$ cat config.mk
export PLATFORM = sky130hd
export DESIGN_NAME = fetch_unit
export DESIGN_NICKNAME = d
export VERILOG_FILES = /design/src/rtl/fetch_unit_pkg.sv /design/src/rtl/fetch_unit_buffer.sv /design/src/rtl/fetch_unit.sv
export SDC_FILE = /design/constraint.sdc
export NUM_CORES = 1
export LEC_CHECK = 0
export CAP_MARGIN = 20
export CORE_UTILIZATION = 54
export CTS_CLUSTER_SIZE = 12
export DETAILED_ROUTE_END_ITERATION = 6
export PLACE_DENSITY_LB_ADDON = 0.2
export SETUP_SLACK_MARGIN = 0.4
export SYNTH_ARGS = -nofsm -noshare
export SYNTH_HDL_FRONTEND = slang
export SYNTH_SLANG_ARGS = --single-unit
$ cat constraint.sdc
create_clock -name clk -period 4.6 [get_ports clk]
set_clock_uncertainty 0.05 [all_clocks]
set_input_delay 0.46 -clock clk [delete_from_list [all_inputs] [get_ports clk]]
set_output_delay 0.46 -clock clk [all_outputs]
set_load 0.03 [all_outputs]
$ cat src/rtl/fetch_unit_pkg.sv
// Shared definitions for the instruction-fetch front end: default
// parameter values and the fetch state encoding.
package fetch_unit_pkg;

  localparam int          DEF_WORD_SIZE  = 16;
  localparam int unsigned DEF_RESET_PC   = 32'h0000_0000;
  localparam int          DEF_FIFO_DEPTH = 2;

  // ST_DROP is the drop flag: an access is still outstanding at the cache,
  // but its word belongs to a path that a redirect has abandoned.
  typedef enum logic [1:0] {
    ST_IDLE  = 2'd0,
    ST_FETCH = 2'd1,
    ST_DROP  = 2'd2
  } fetch_state_e;

endpackage

$ cat src/rtl/fetch_unit_buffer.sv
// Instruction buffer between the icache interface and decode.
// Synchronous FIFO of {pc, inst} entries with flush. The head is held in a
// register so it keeps its last value when the buffer runs empty or is
// flushed.
module fetch_unit_buffer
  import fetch_unit_pkg::*;
#(
  parameter int WIDTH = 2 * DEF_WORD_SIZE,
  parameter int DEPTH = DEF_FIFO_DEPTH,
  localparam int PTR_W = $clog2(DEPTH),
  localparam int CNT_W = $clog2(DEPTH + 1)
) (
  input  logic             clk,
  input  logic             reset_n,
  input  logic             push,
  input  logic             pop,
  input  logic             flush,
  input  logic [WIDTH-1:0] push_data,
  output logic [CNT_W-1:0] count,
  output logic             head_valid,
  output logic [WIDTH-1:0] head_data
);

  logic [WIDTH-1:0] mem [DEPTH];
  logic [PTR_W-1:0] rd_ptr;
  logic [PTR_W-1:0] wr_ptr;
  logic [PTR_W-1:0] rd_ptr_inc;
  logic             pop_eff;

  // A pop on an empty buffer is ignored.
  assign pop_eff    = pop && (count != '0);
  assign rd_ptr_inc = rd_ptr + PTR_W'(1);
  assign head_valid = (count != '0);

  // Pointer and occupancy bookkeeping; flush empties the buffer in one edge.
  // NOTE: state registers use non-blocking (<=) so every flop samples the
  // pre-edge value of every other flop, independent of statement order.
  always_ff @(posedge clk or negedge reset_n) begin
    if (!reset_n) begin
      rd_ptr <= '0;
      wr_ptr <= '0;
      count  <= '0;
    end else if (flush) begin
      rd_ptr <= '0;
      wr_ptr <= '0;
      count  <= '0;
    end else begin
      if (push)    wr_ptr <= wr_ptr + PTR_W'(1);
      if (pop_eff) rd_ptr <= rd_ptr_inc;
      count <= count + CNT_W'(push) - CNT_W'(pop_eff);
    end
  end

  // Storage array write port.
  // NOTE: the array has no reset; nothing reads a slot before it is
  // written, and leaving it out keeps the storage a plain register file.
  always_ff @(posedge clk) begin
    if (push) mem[wr_ptr] <= push_data;
  end

  // Head register: load the entry that will be at the head after this edge;
  // hold otherwise, including across a flush.
  always_ff @(posedge clk or negedge reset_n) begin
    if (!reset_n) begin
      head_data <= '0;
    end else if (!flush) begin
      if (pop_eff && (count > CNT_W'(1)))
        head_data <= mem[rd_ptr_inc];
      else if (push && ((count == '0) || pop_eff))
        head_data <= push_data;
    end
  end

endmodule

$ cat src/rtl/fetch_unit.sv
// Instruction-fetch front end. Owns the PC, issues one word read at a time
// to the icache, and fills the instruction buffer that feeds decode.
// The cache address never changes while an access is outstanding; a
// redirect during a miss parks the old address until the cache answers.
module fetch_unit
  import fetch_unit_pkg::*;
#(
  parameter int                   WORD_SIZE  = DEF_WORD_SIZE,
  parameter logic [WORD_SIZE-1:0] RESET_PC   = WORD_SIZE'(DEF_RESET_PC),
  parameter int                   FIFO_DEPTH = DEF_FIFO_DEPTH
) (
  input  logic                 clk,
  input  logic                 reset_n,
  output logic                 ic_read,
  output logic [WORD_SIZE-1:0] ic_addr,
  input  logic [WORD_SIZE-1:0] ic_data,
  input  logic                 ic_done,
  input  logic                 redirect,
  input  logic [WORD_SIZE-1:0] redirect_pc,
  input  logic                 halt,
  output logic                 if_valid,
  output logic [WORD_SIZE-1:0] if_inst,
  output logic [WORD_SIZE-1:0] if_pc,
  input  logic                 id_ready
);

  localparam int CNT_W = $clog2(FIFO_DEPTH + 1);

  fetch_state_e           state;
  fetch_state_e           state_next;
  logic [WORD_SIZE-1:0]   pc;
  logic [WORD_SIZE-1:0]   held_addr;
  logic [CNT_W-1:0]       count;
  logic [CNT_W-1:0]       count_next;
  logic [2*WORD_SIZE-1:0] head;
  logic                   push;
  logic                   pop;
  logic                   issue_ok;

  // Decode takes the head on this edge; a word is kept only if it is for the
  // current path and no redirect arrives alongside it.
  assign pop  = if_valid && id_ready;
  assign push = (state == ST_FETCH) && ic_done && !redirect;

  // Buffer occupancy after this edge; a new access reserves a free slot.
  always_comb begin
    count_next = count + CNT_W'(push) - CNT_W'(pop);
    if (redirect) count_next = '0;
  end

  assign issue_ok = !halt && (count_next < CNT_W'(FIFO_DEPTH));

  // State register; reset abandons any outstanding access immediately.
  always_ff @(posedge clk or negedge reset_n) begin
    if (!reset_n) state <= ST_IDLE;
    else          state <= state_next;
  end

  // Next-state logic: an access ends only on ic_done; a redirect without
  // ic_done turns the outstanding access into one to be discarded.
  // NOTE: every combinational output gets a default first, so no path can
  // leave it unassigned and infer a latch.
  always_comb begin
    state_next = state;
    case (state)
      ST_IDLE: begin
        if (issue_ok) state_next = ST_FETCH;
      end
      ST_FETCH: begin
        if (ic_done)       state_next = issue_ok ? ST_FETCH : ST_IDLE;
        else if (redirect) state_next = ST_DROP;
      end
      ST_DROP: begin
        if (ic_done) state_next = issue_ok ? ST_FETCH : ST_IDLE;
      end
      default: state_next = ST_IDLE;
    endcase
  end

  // Cache interface outputs: the parked address is shown while dropping.
  always_comb begin
    ic_read = 1'b0;
    ic_addr = pc;
    case (state)
      ST_FETCH: ic_read = 1'b1;
      ST_DROP: begin
        ic_read = 1'b1;
        ic_addr = held_addr;
      end
      default: ic_read = 1'b0;
    endcase
  end

  // PC: a redirect wins; otherwise advance (mod 2^WORD_SIZE) on each kept word.
  always_ff @(posedge clk or negedge reset_n) begin
    if (!reset_n)      pc <= RESET_PC;
    else if (redirect) pc <= redirect_pc;
    else if (push)     pc <= pc + WORD_SIZE'(1);
  end

  // Park the in-flight address when a redirect lands mid-access.
  always_ff @(posedge clk or negedge reset_n) begin
    if (!reset_n)
      held_addr <= RESET_PC;
    else if ((state == ST_FETCH) && redirect && !ic_done)
      held_addr <= pc;
  end

  fetch_unit_buffer #(
    .WIDTH (2 * WORD_SIZE),
    .DEPTH (FIFO_DEPTH)
  ) u_buffer (
    .clk        (clk),
    .reset_n    (reset_n),
    .push       (push),
    .pop        (pop),
    .flush      (redirect),
    .push_data  ({pc, ic_data}),
    .count      (count),
    .head_valid (if_valid),
    .head_data  (head)
  );

  assign if_pc   = head[2*WORD_SIZE-1:WORD_SIZE];
  assign if_inst = head[WORD_SIZE-1:0];

endmodule
[Yosys cells after proc, flatten, opt, wreduce, memory -nomap -nowiden]
Memory sizes are Yosys's and may differ from the RTL's.
Index checks and enable logic that the tools add are counted.
Cells by class
  $add $sub $neg: 6
  magnitude comparators: 2
  eq/ne operators: 5
  mux-type cells: 20
  bitwise gates (word level): 1
  reduce and logical (&&, ||, !) cells: 22
Operators with widths (number)
  $mux 32: 2
  $mux 16: 3
  $add 16x1->16 const B: 1
  $mux 2: 6
  $logic_and 1x1->1: 9
  $mux 1: 8
  $reduce_bool 2->1: 4
  $pmux 2 s3: 1
  $logic_not 2->1: 2
  $ne 2x2->1 const B: 2
  $sub 2x1->2: 2
  $logic_not 1->1: 3
  $ne 3x3->1 const B: 1
  $reduce_and 3->1: 1
  $add 1x1->1 const B: 2
  $add 2x1->2: 1
  $eq 2x1->1 const B: 1
  $eq 2x2->1 const B: 1
  $gt 2x1->1 const B: 1
  $lt 2x2->1 const B: 1
  $reduce_and 2->1: 1
  $reduce_or 2->1: 1
  $logic_or 1x1->1: 1
  $not 1->1: 1
Storage, ports and cells
  register bits after elaboration: 70
  memory bits (writable): 64
  input port bits: 38
  word-level logic and storage cells: 64
  memories kept: 1
Memories
  u_buffer.mem: words 2, bits a word 32, rd ports 1, clocked after memory_dff 0, write ports 1, RTL line fetch_unit_buffer.sv:24  | logic [WIDTH-1:0] mem [DEPTH];

[Logic depth before layout (Yosys ltp)]
Gate-level depths: netlist of run 1.
  depth in word-level cells: 11
  depth in mapped cells: 10

[Cells and area by module]
A second synthesis of run 1 with hierarchy kept.
Second synthesis, totals
  cell total of the unflattened synthesis: 493
  area total of the unflattened synthesis: 6008.3 um^2
Modules (own cells, without submodules)
  fetch_unit_buffer: instances 1, cells an instance 299, area each 4068.9 um^2
  fetch_unit: instances 1, cells an instance 194, area each 1939.4 um^2

[Worst setup path before layout of run 1]
OpenSTA, ideal clock, no wires.
  path kind: in2reg
  start point: input redirect
  end point: memory u_buffer.mem[0][0] in the netlist's numbering, enable pin
  arrival time: 3.099 ns
  setup slack: 0.990 ns
  cell stages on the path: 3
  buffers on the path: 2
  cells stage by stage: clkbuf_1 clkbuf_1 nor3_1
On the way
  longest elaborated chain between the ends: 4
Ends and longest elaborated chain
  start: declaration: RTL line fetch_unit.sv:18  | input logic redirect,
  $logic_not 1->1
  $logic_and 1x1->1: RTL line fetch_unit.sv:43  | assign push = (state == ST_FETCH) && ic_done && !redirect;
  $mux 1: RTL line fetch_unit_buffer.sv:58  | if (push) mem[wr_ptr] <= push_data;
  $mux 1 (not written as such): RTL line fetch_unit_buffer.sv:58
  end: declaration: RTL line fetch_unit_buffer.sv:24
Every way passes these cells.

[Worst setup path after layout of run 1]
  start point: register state[0]
  end point: output ic_addr[8]
On the way
  longest elaborated chain between the ends: 2
Ends and longest elaborated chain
  start: declaration: RTL line fetch_unit.sv:29  | fetch_state_e state;
  start signal: assignment: RTL line fetch_unit.sv:56  | else state <= state_next;
  $eq 2x2->1: RTL line fetch_unit.sv:84  | case (state)
  $mux 16: RTL line fetch_unit.sv:84
  end: declaration: RTL line fetch_unit.sv:15  | output logic [WORD_SIZE-1:0] ic_addr,
Every way passes these cells.

==> impl_metrics.yaml, run 1 <==
grt:
  grt_pass1_vias: 3800
  gr-total-overflow: 0
  antenna_found_initial: 0
  grt_pass1_wl_um: 19100
  grt_usage_pct: 22.7
  grt_max_degree: 71
die:
  die_x_um: 105
  die-area_sq_um: 11100
  die_h_um: 105
  io_pins: 88
  core_sq_um: 10300
  num_rows: 37
  initial_utilization_pct: 55.8
synthesis:
  synth_area_per_cell_sq_um: 12.2
  synth_area_leaders: "edfxtp_1 33%, dfrtp_1 30%, o21ai_0 7.1%"
  ys.flop_type: "dfrtp_1"
  synthCells: 474
  async_flop_share_pct: 52.2
  ys_types: 32
  syn_area_sq_um: 5770
  synth_edf_count: 64
  synth.largest_area_cell: "edfxtp_1"
  synth_top_area_share_pct: 33.3
  synth-warning-count: 0
  syn_nets: 519
  ys_ff_latch: 134
  synth_seq_area_share_pct: 63.7
cts:
  clock-sinks: 134
  cts_tree: "done"
  cts_setup_buffers: 0
  cts_root_buf: "clkbuf_8"
  numCtsBuffers: 17
  clk_pin_slew_worst_paths_ns: 0.06
  cts_max_level: 4
  cts_buffer_depth: 2
  postCtsHoldBufs: 0
  postCtsResizedCells: 0
  clock_latency_ns: 0.51
power:
  p_switching_mw: 1.57
  pwr-share-seq_pct: 38.0
  p_per_area_nw_per_um2: 629
  pwr-share-clk_pct: 29.0
  p_int_mw: 3.05
  total_power_mw: 4.62
  ir_drop_mv: 0.440
  leakage_nw: 2.78
  p_sw_share_pct: 34.0
  pwr-share-comb_pct: 33.0
timing:
  relSlewSlack_pct: 30.7
  max_freq_ghz: 0.294
  fin_crit_ns: 3.40
  finalCritPeriodShare_pct: 74.0
  rsz0062_at_grt: "false"
  finalSetupViolations: 0
  tns_ns: 0
  slew_violations: 0
  worst_pin_slew_ns: 1.04
  hold_violations: 0
placement:
  port_buffers: 87
  routabilityCongestion: 0.801
  dp_hpwl_um: 6970
worst_hold_path:
  worstHoldPathType: "input pin to async pin"
worst_setup_path:
  path_cells: "inv_1 -> ha_1 -> mux2_2 -> clkdlybuf4s50_1"
  arrival_ns: 2.89
  crit_fanout: 21
  crit_required_ns: 4.09
  critPathMaxStageDelay_ns: 0.80
  critPathSlowestCell: "ha_1"
  startpoint_type: "flop"
  critPathBufInv: 2
  cp-end-kind: "output port"
  worstSetupPathType: "flop to output port"
  crit_family: "adder cells"
final_layout:
  post_route_cells_drive_above_1_share_pct: 12.8
  diodes: 0
  fin_nets: 604
  multi_input_area_sq_um: 1990
  regArea_sq_um: 3670
  fill_cells: 722
  synthToLayoutAreaGrowth_pct: 27.4
drt:
  num_vias: 3841
  drt_iter0_markers: 225
  first_pass_iters: 4
  wl_um: 11700
  viasPerCell: 5.43
  route.detailed.drc: 0
  ant_nets: 0
  wl_per_cell_um: 16.5
job:
  maxCapViolCount: 0
outcome:
  status: "completed"
-- layout make-up --
cell class,count,area share [%]
multi-input cells,309,27.0
repair buffers,91,12.2
clock inverters,13,2.33
clock buffers,19,5.74
flip-flops and latches,134,50.0
inverters,6,0.307
well taps,136,2.32
-- state kept, by name (all words and copies together) (netlist names) --
register	flops
held_addr	16
pc	16
state	2
u_buffer.count	2
u_buffer.head_data	32
u_buffer.mem	64
u_buffer.rd_ptr	1
u_buffer.wr_ptr	1
-- cells in the mapped netlist (2+ instances only) --
master / count
and3_1: 3
dfrtp_1: 70
o21ai_0: 82
xor2_1: 9
nor2_1: 13
clkbuf_1: 18
inv_1: 6
and2_1: 2
nor3_1: 3
nand3_1: 5
nand2_1: 87
ha_1: 7
nand4_1: 6
a21oi_1: 6
mux2i_1: 33
buf_2: 5
edfxtp_1: 64
xnor2_1: 10
buf_1: 2
mux2_2: 31
-- cell families (layout without fill, tap and decap cells) --
family | Yosys count | after routing | synth area share, %
simple gates | 127 | 127 | 9.55
buf+inv | 31 | 129 | 2.13
mux | 65 | 65 | 12.0
flops | 134 | 134 | 63.7
xor+xnor | 19 | 19 | 2.89
fa+ha+maj | 7 | 7 | 1.52
compound gates | 91 | 91 | 8.16
-- through the flow --
stage | utilization [%] | cell area (sq um) | hold slack, ns | cells | worst slack (ns)
6_report | 71.1 | 7340 | 0.00975 | 708 | 1.20
5_1_grt | 71.1 | 7340 | 0.0885 | 708 | 1.05
4_1_cts | 71.1 | 7340 | 0.0644 | 708 | 1.16
3_5_place_dp | 65.4 | 6750 | 0.420 | 676 | 1.36
3_3_place_gp | 65.4 | 6750 | 0.411 | 676 | 1.47
2_1_floorplan | - | 5770 | 0.114 | 474 | 0.990
-- cell usage in the layout (no fill, tap or decap), drive strengths merged, types with 6 or more instances in the layout --
master,instances
o21ai,82
edfxtp,64
nand2,87
a21oi,6
nor2,13
clkdlybuf4s50,86
xor2,9
clkbuf,19
inv,10
mux2i,33
dfrtp,70
xnor2,10
mux2,32
nand4,6
ha,7
-- layer usage --
layer	part of all wire (%)	global-route usage [%]	vias to the layer above
met4	0.69	6.94	0
met1	45	30.2	1884
met5	0	0	-
li1	-	-	1850
met3	4.1	5.19	5
met2	50	37.1	102
-- power groups by stage --
stage	clock, mW	sequential [mW]	combinational [mW]
3_3_place_gp	0	1.77	1.49
2_1_floorplan	0	1.94	0.785
4_1_cts	1.36	1.76	1.54
3_5_place_dp	0	1.78	1.53
6_report	1.34	1.76	1.52
5_1_grt	1.41	1.80	1.65
-- final timing paths --
check                                      startpoint                endpoint  slack [ns]  cells past startpoint
worst min-delay path                          reset_n                state[1]        0.01                      1
min in group clk                u_buffer.head_data[0]   u_buffer.head_data[0]        0.43                      2
worst max-delay path                         state[0]              ic_addr[8]        1.20                      4
worst min register to register  u_buffer.head_data[0]   u_buffer.head_data[0]        0.43                      2
max in group asynchronous                     reset_n  u_buffer.head_data[22]        3.82                      1
worst max register to register               state[1]                state[0]        1.78                     10
No activity file was read; power rests on OpenSTA's default activity.
==> run 2, diff against run 1 <==
==> constraint.sdc (replaced) <==
create_clock -name clk -period 3.2 [get_ports clk]
set_clock_uncertainty 0.05 [all_clocks]
set_input_delay 0.32 -clock clk [delete_from_list [all_inputs] [get_ports clk]]
set_output_delay 0.32 -clock clk [all_outputs]
set_load 0.03 [all_outputs]
==> impl_metrics.yaml, run 2 (same netlist as run 1, synthesis figures left out) <==
outcome:
  status: "completed"
worst_setup_path:
  crit-reg2reg-launch: "state[1]"
  worstReg2RegEnd: "state[0]"
  critPathMaxStageDelay_ns: 0.59
  cp-end-kind: "output port"
  startpoint_type: "flop"
  reg2reg_depth: 10
  crit_fanout: 21
  worstSetupPathType: "flop to output port"
  r2r_slack_ns: 0.42
  critPathSlowestCell: "clkdlybuf4s50_1"
  path_cells: "inv_1 -> ha_4 -> mux2_2 -> clkdlybuf4s50_1"
  crit_required_ns: 2.83
  arrival_ns: 2.48
die:
  num_rows: 37
  core_sq_um: 10300
  io_pins: 88
  die-area_sq_um: 11100
  initial_utilization_pct: 55.8
  die_h_um: 105
  die_x_um: 105
final_layout:
  final_cell_mix: "87 x nand2_1, 84 x clkdlybuf4s50_1, 82 x o21ai_0"
  post_route_cells_drive_above_1_share_pct: 13.1
  largest_register_ffs: 64
  fin_nets: 610
  layout.cells.non_filler: 714
  top_regs: "u_buffer.mem (64), u_buffer.head_data (32)"
  final_area_sq_um: 7400
  diodes: 0
  top_register: "u_buffer.mem"
  synthToLayoutAreaGrowth_pct: 28.4
  layout_commonest_cell: "nand2_1"
worst_hold_path:
  hold_depth: 3
  worstHoldPathType: "input pin to flop"
  worstHoldStart: "redirect_pc[9]"
  holdPathEnd: "pc[9]"
timing:
  hold_ws_ns: 0.332
  hold_violations: 0
  finalSetupViolations: 0
  worst_pin_slew_ns: 1.07
  max_freq_ghz: 0.351
  finalCritPeriodShare_pct: 89.0
  fin_crit_ns: 2.85
  relSlewSlack_pct: 28.7
  tns_ns: 0
  slew_violations: 0
  rsz0062_at_grt: "true"
placement:
  dp_hpwl_um: 7350
  port_buffers: 87
  routabilityCongestion: 0.788
  dp.cells: 681
  dpl_cell_area_sq_um: 6810
drt:
  ant_nets: 0
  viasPerCell: 5.39
  first_pass_iters: 4
  route.detailed.drc: 0
  wl_per_cell_um: 16.5
  wl_um: 11800
  drt_iter0_markers: 229
  num_vias: 3850
cts:
  clk_pin_slew_worst_paths_ns: 0.06
  cts_tree: "done"
  cts_buffer_depth: 2
  clock_latency_ns: 0.51
  cts_max_level: 4
  cts_root_buf: "clkbuf_8"
  clock-sinks: 134
  numCtsBuffers: 17
grt:
  grt_pass1_vias: 3937
  grt_max_degree: 71
  gr-total-overflow: 0
  antenna_found_initial: 0
  grt_pass1_wl_um: 19200
  grt_usage_pct: 23.1
power:
  ir_drop_mv: 0.530
  leakage_nw: 2.82
  p_per_area_nw_per_um2: 891
job:
  maxCapViolCount: 0
[run 2: cell types whose count changed in the layout (fill, tap and decap cells not counted), moves of 3 or more]
cell,change
buf_4,+4
clkinv_1,+6
inv_6,-4
clkinv_2,+3
clkinv_4,-3
[run 2: worst max-delay path by stage]
stage / startpoint / endpoint / slack [ns] / cells after the start
detailed placement: ic_done / state[0] / 0.35 / 9
global route: state[0] / ic_addr[4] / 0.29 / 4
floorplan: redirect / state[0] / 0.52 / 9
CTS: state[1] / state[0] / 0.39 / 10
finish: state[0] / ic_addr[2] / 0.35 / 4
global placement: ic_done / state[0] / 0.43 / 9
[run 2: layout make-up]
| type | instances | area (sq um) |
|---|---|---|
| inverter | 6 | 22.5 |
| sequential | 134 | 3670 |
| fill | 728 | 2920 |
| multi-input combinational | 309 | 2020 |
| clock buffer | 18 | 418 |
| tap | 136 | 170 |
| timing repair buffer | 97 | 960 |
| clock inverter | 14 | 140 |
[run 2: repair_timing]
item | 4_1_cts | 5_1_grt
gates resized for setup | 4 | 2
hold buffers | 1 | 0
endpoints found under the hold margin | 70 | 0
setup buffers | 0 | 0
setup endpoints to repair | 17 | 16
[run 2: report_power, final]
part           leakage [nW]  internal, mW  total [mW]  switching [mW]
clock                 0.273          1.16        1.82           0.658
sequential             1.45          2.21        2.54           0.330
combinational          1.09          1.00        2.24            1.24
total                  2.82          4.38        6.60            2.22
[run 2: critical path: cells and delay by family, from the launching register on]
kind,cells,cell delay [ns]
muxes,1,0.39
buffers and inverters,2,0.76
DFF,1,0.46
adders and majority gates,1,0.35
[run 2: routing by layer]
layer  global-route usage [%]  wire (um)
met5                        0          0
met4                     9.05        112
met3                     5.75        455
met2                     37.8       5930
met1                     29.6       5280
[run 2: per-stage QoR]
stage | utilization (%) | worst slack, ns | power [mW]
floorplan | - | 0.521 | 3.91
global placement | 66.0 | 0.432 | 4.71
detailed placement | 66.0 | 0.350 | 4.79
CTS | 71.6 | 0.390 | 6.64
global route | 71.7 | 0.294 | 6.93
finish | 71.7 | 0.353 | 6.60
==> run 3, diff against run 2 <==
--- a/config.mk
+++ b/config.mk
@@ -9,7 +9,7 @@
 export CORE_UTILIZATION = 54
 export CTS_CLUSTER_SIZE = 12
 export DETAILED_ROUTE_END_ITERATION = 6
-export PLACE_DENSITY_LB_ADDON = 0.2
+export PLACE_DENSITY_LB_ADDON = 0.15
 export SETUP_SLACK_MARGIN = 0.4
 export SYNTH_ARGS = -nofsm -noshare
 export SYNTH_HDL_FRONTEND = slang
==> impl_metrics.yaml, run 3 (same netlist as run 1, synthesis figures left out) <==
cts:
  numCtsBuffers: 17
  clock_latency_ns: 0.50
  cts_max_level: 4
  clock-sinks: 134
  cts_root_buf: "clkbuf_8"
  clk_pin_slew_worst_paths_ns: 0.06
  cts_buffer_depth: 2
  cts_tree: "done"
final_layout:
  largest_register_ffs: 64
  post_route_cells_drive_above_1_share_pct: 14.5
  layout_commonest_cell: "nand2_1"
  top_regs: "u_buffer.mem (64), u_buffer.head_data (32)"
  synthToLayoutAreaGrowth_pct: 29.4
  top_register: "u_buffer.mem"
  fin_nets: 612
  diodes: 0
  final_cell_mix: "87 x nand2_1, 86 x clkdlybuf4s50_1, 82 x o21ai_0"
  fill_cells: 716
  final_util_pct: 72.2
timing:
  slew_violations: 0
  finalSetupViolations: 0
  hold_violations: 0
  tns_ns: 0
  worst_pin_slew_ns: 0.929
  fin_crit_ns: 2.76
  finalCritPeriodShare_pct: 86.2
  max_freq_ghz: 0.363
  relSlewSlack_pct: 38.1
  rsz0062_at_grt: "true"
worst_setup_path:
  cp-end-kind: "flop"
  crit_end: "state[0]"
  worstReg2RegEnd: "state[0]"
  r2r_slack_ns: 0.44
  worstSetupPathType: "flop to flop"
  path_cells: "inv_1 -> ha_2 -> nand2_1 -> nor2_1 -> ha_1 -> or2b_2 -> a21oi_2 -> mux2_4 -> or4b_1 -> nand3_1"
  arrival_ns: 3.14
  critPathMaxStageDelay_ns: 0.51
  crit_fanout: 7
  critPathBufInv: 1
  startpoint_type: "flop"
  reg2reg_depth: 10
  crit-reg2reg-launch: "state[1]"
  crit_family: "simple AND/OR/NAND/NOR gates"
  crit_required_ns: 3.59
  crit_start: "state[1]"
  critPathSlowestCell: "or4b_1"
  path_depth: 10
grt:
  grt_pass1_vias: 3995
  antenna_found_initial: 0
  gr-total-overflow: 0
  grt_pass1_wl_um: 19700
  grt_usage_pct: 23.1
  grt_max_degree: 71
die:
  num_rows: 37
  die-area_sq_um: 11100
  io_pins: 88
  die_h_um: 105
  die_x_um: 105
  core_sq_um: 10300
  initial_utilization_pct: 55.8
drt:
  drt_iter0_markers: 230
  route.detailed.drc: 0
  first_pass_iters: 4
  wl_per_cell_um: 16.4
  ant_nets: 0
  viasPerCell: 5.45
  wl_um: 11700
  num_vias: 3901
power:
  total_power_mw: 6.76
  ir_drop_mv: 0.582
  p_per_area_nw_per_um2: 907
  leakage_nw: 2.84
placement:
  dp_hpwl_um: 7380
  port_buffers: 87
  routabilityCongestion: 0.821
outcome:
  status: "completed"
worst_hold_path:
  hold_depth: 3
  worstHoldPathType: "input pin to flop"
job:
  maxCapViolCount: 0
## run 3: changes by cell type in the layout (fill, tap and decap cells not counted), sizes merged
cell           change
buf                +2
dlymetal6s2s       -1
dlygate4sd2        -1
clkdlybuf4s50      +2
inv                +1
clkbuf             +4
clkinv             -4
clkinvlp           -1
## run 3: worst min path at each step
stage	from	end	slack, ns
6_report	redirect_pc[14]	pc[14]	0.34
5_1_grt	redirect_pc[6]	pc[6]	0.33
4_1_cts	redirect_pc[14]	pc[14]	0.32
3_5_place_dp	u_buffer.head_data[12]	u_buffer.head_data[12]	0.42
3_3_place_gp	u_buffer.head_data[5]	u_buffer.head_data[5]	0.41
2_1_floorplan	reset_n	held_addr[0]	-0.03
## run 3: routing by layer
layer  wire length [um]  vias up  GRT usage, %
met5                  0        -             0
met4                130        0          8.35
met3                442       12          4.45
met2               5860      105          38.1
met1               5310     1922          30.7
li1                   -     1862             -
## run 3: worst reg2reg max path, cell delays in order (launching register included)
cell	delay [ns]
dfrtp_1	0.38
inv_1	0.08
ha_2	0.25
nand2_1	0.14
nor2_1	0.12
ha_1	0.25
or2b_2	0.31
a21oi_2	0.17
mux2_4	0.32
or4b_1	0.51
nand3_1	0.11
## run 3: where the power goes
group / leakage [nW] / total [mW] / internal (mW) / switching, mW
Combinational: 1.08 / 2.30 / 1.01 / 1.29
Clock: 0.305 / 1.98 / 1.28 / 0.702
Sequential: 1.45 / 2.48 / 2.21 / 0.271
## run 3: cell type report
cell class / instances / area (sq um) / share of cell area (%)
Timing Repair Buffer: 99 / 961 / 12.9
Tap cell: 136 / 170 / 2.28
Inverter: 6 / 22.5 / 0.302
Clock inverter: 10 / 144 / 1.93
Sequential cell: 134 / 3670 / 49.3
Clock buffer: 22 / 474 / 6.36
Multi-Input combinational cell: 309 / 2010 / 27.0
## run 3: timing repair
item,CTS,global route
buffers inserted,1,0
gates resized for setup,3,1
hold buffers,1,0
hold endpoints to repair,70,0
endpoints found under the setup margin,17,16
## run 3: through the flow
step	hold slack [ns]	setup WS, ns	cell area [sq um]	std cells
floorplan	-0.0256	0.521	5770	474
global placement	0.411	0.422	6800	682
detailed placement	0.420	0.327	6800	682
CTS	0.317	0.422	7450	716
global route	0.331	0.320	7460	716
finish	0.340	0.442	7460	716
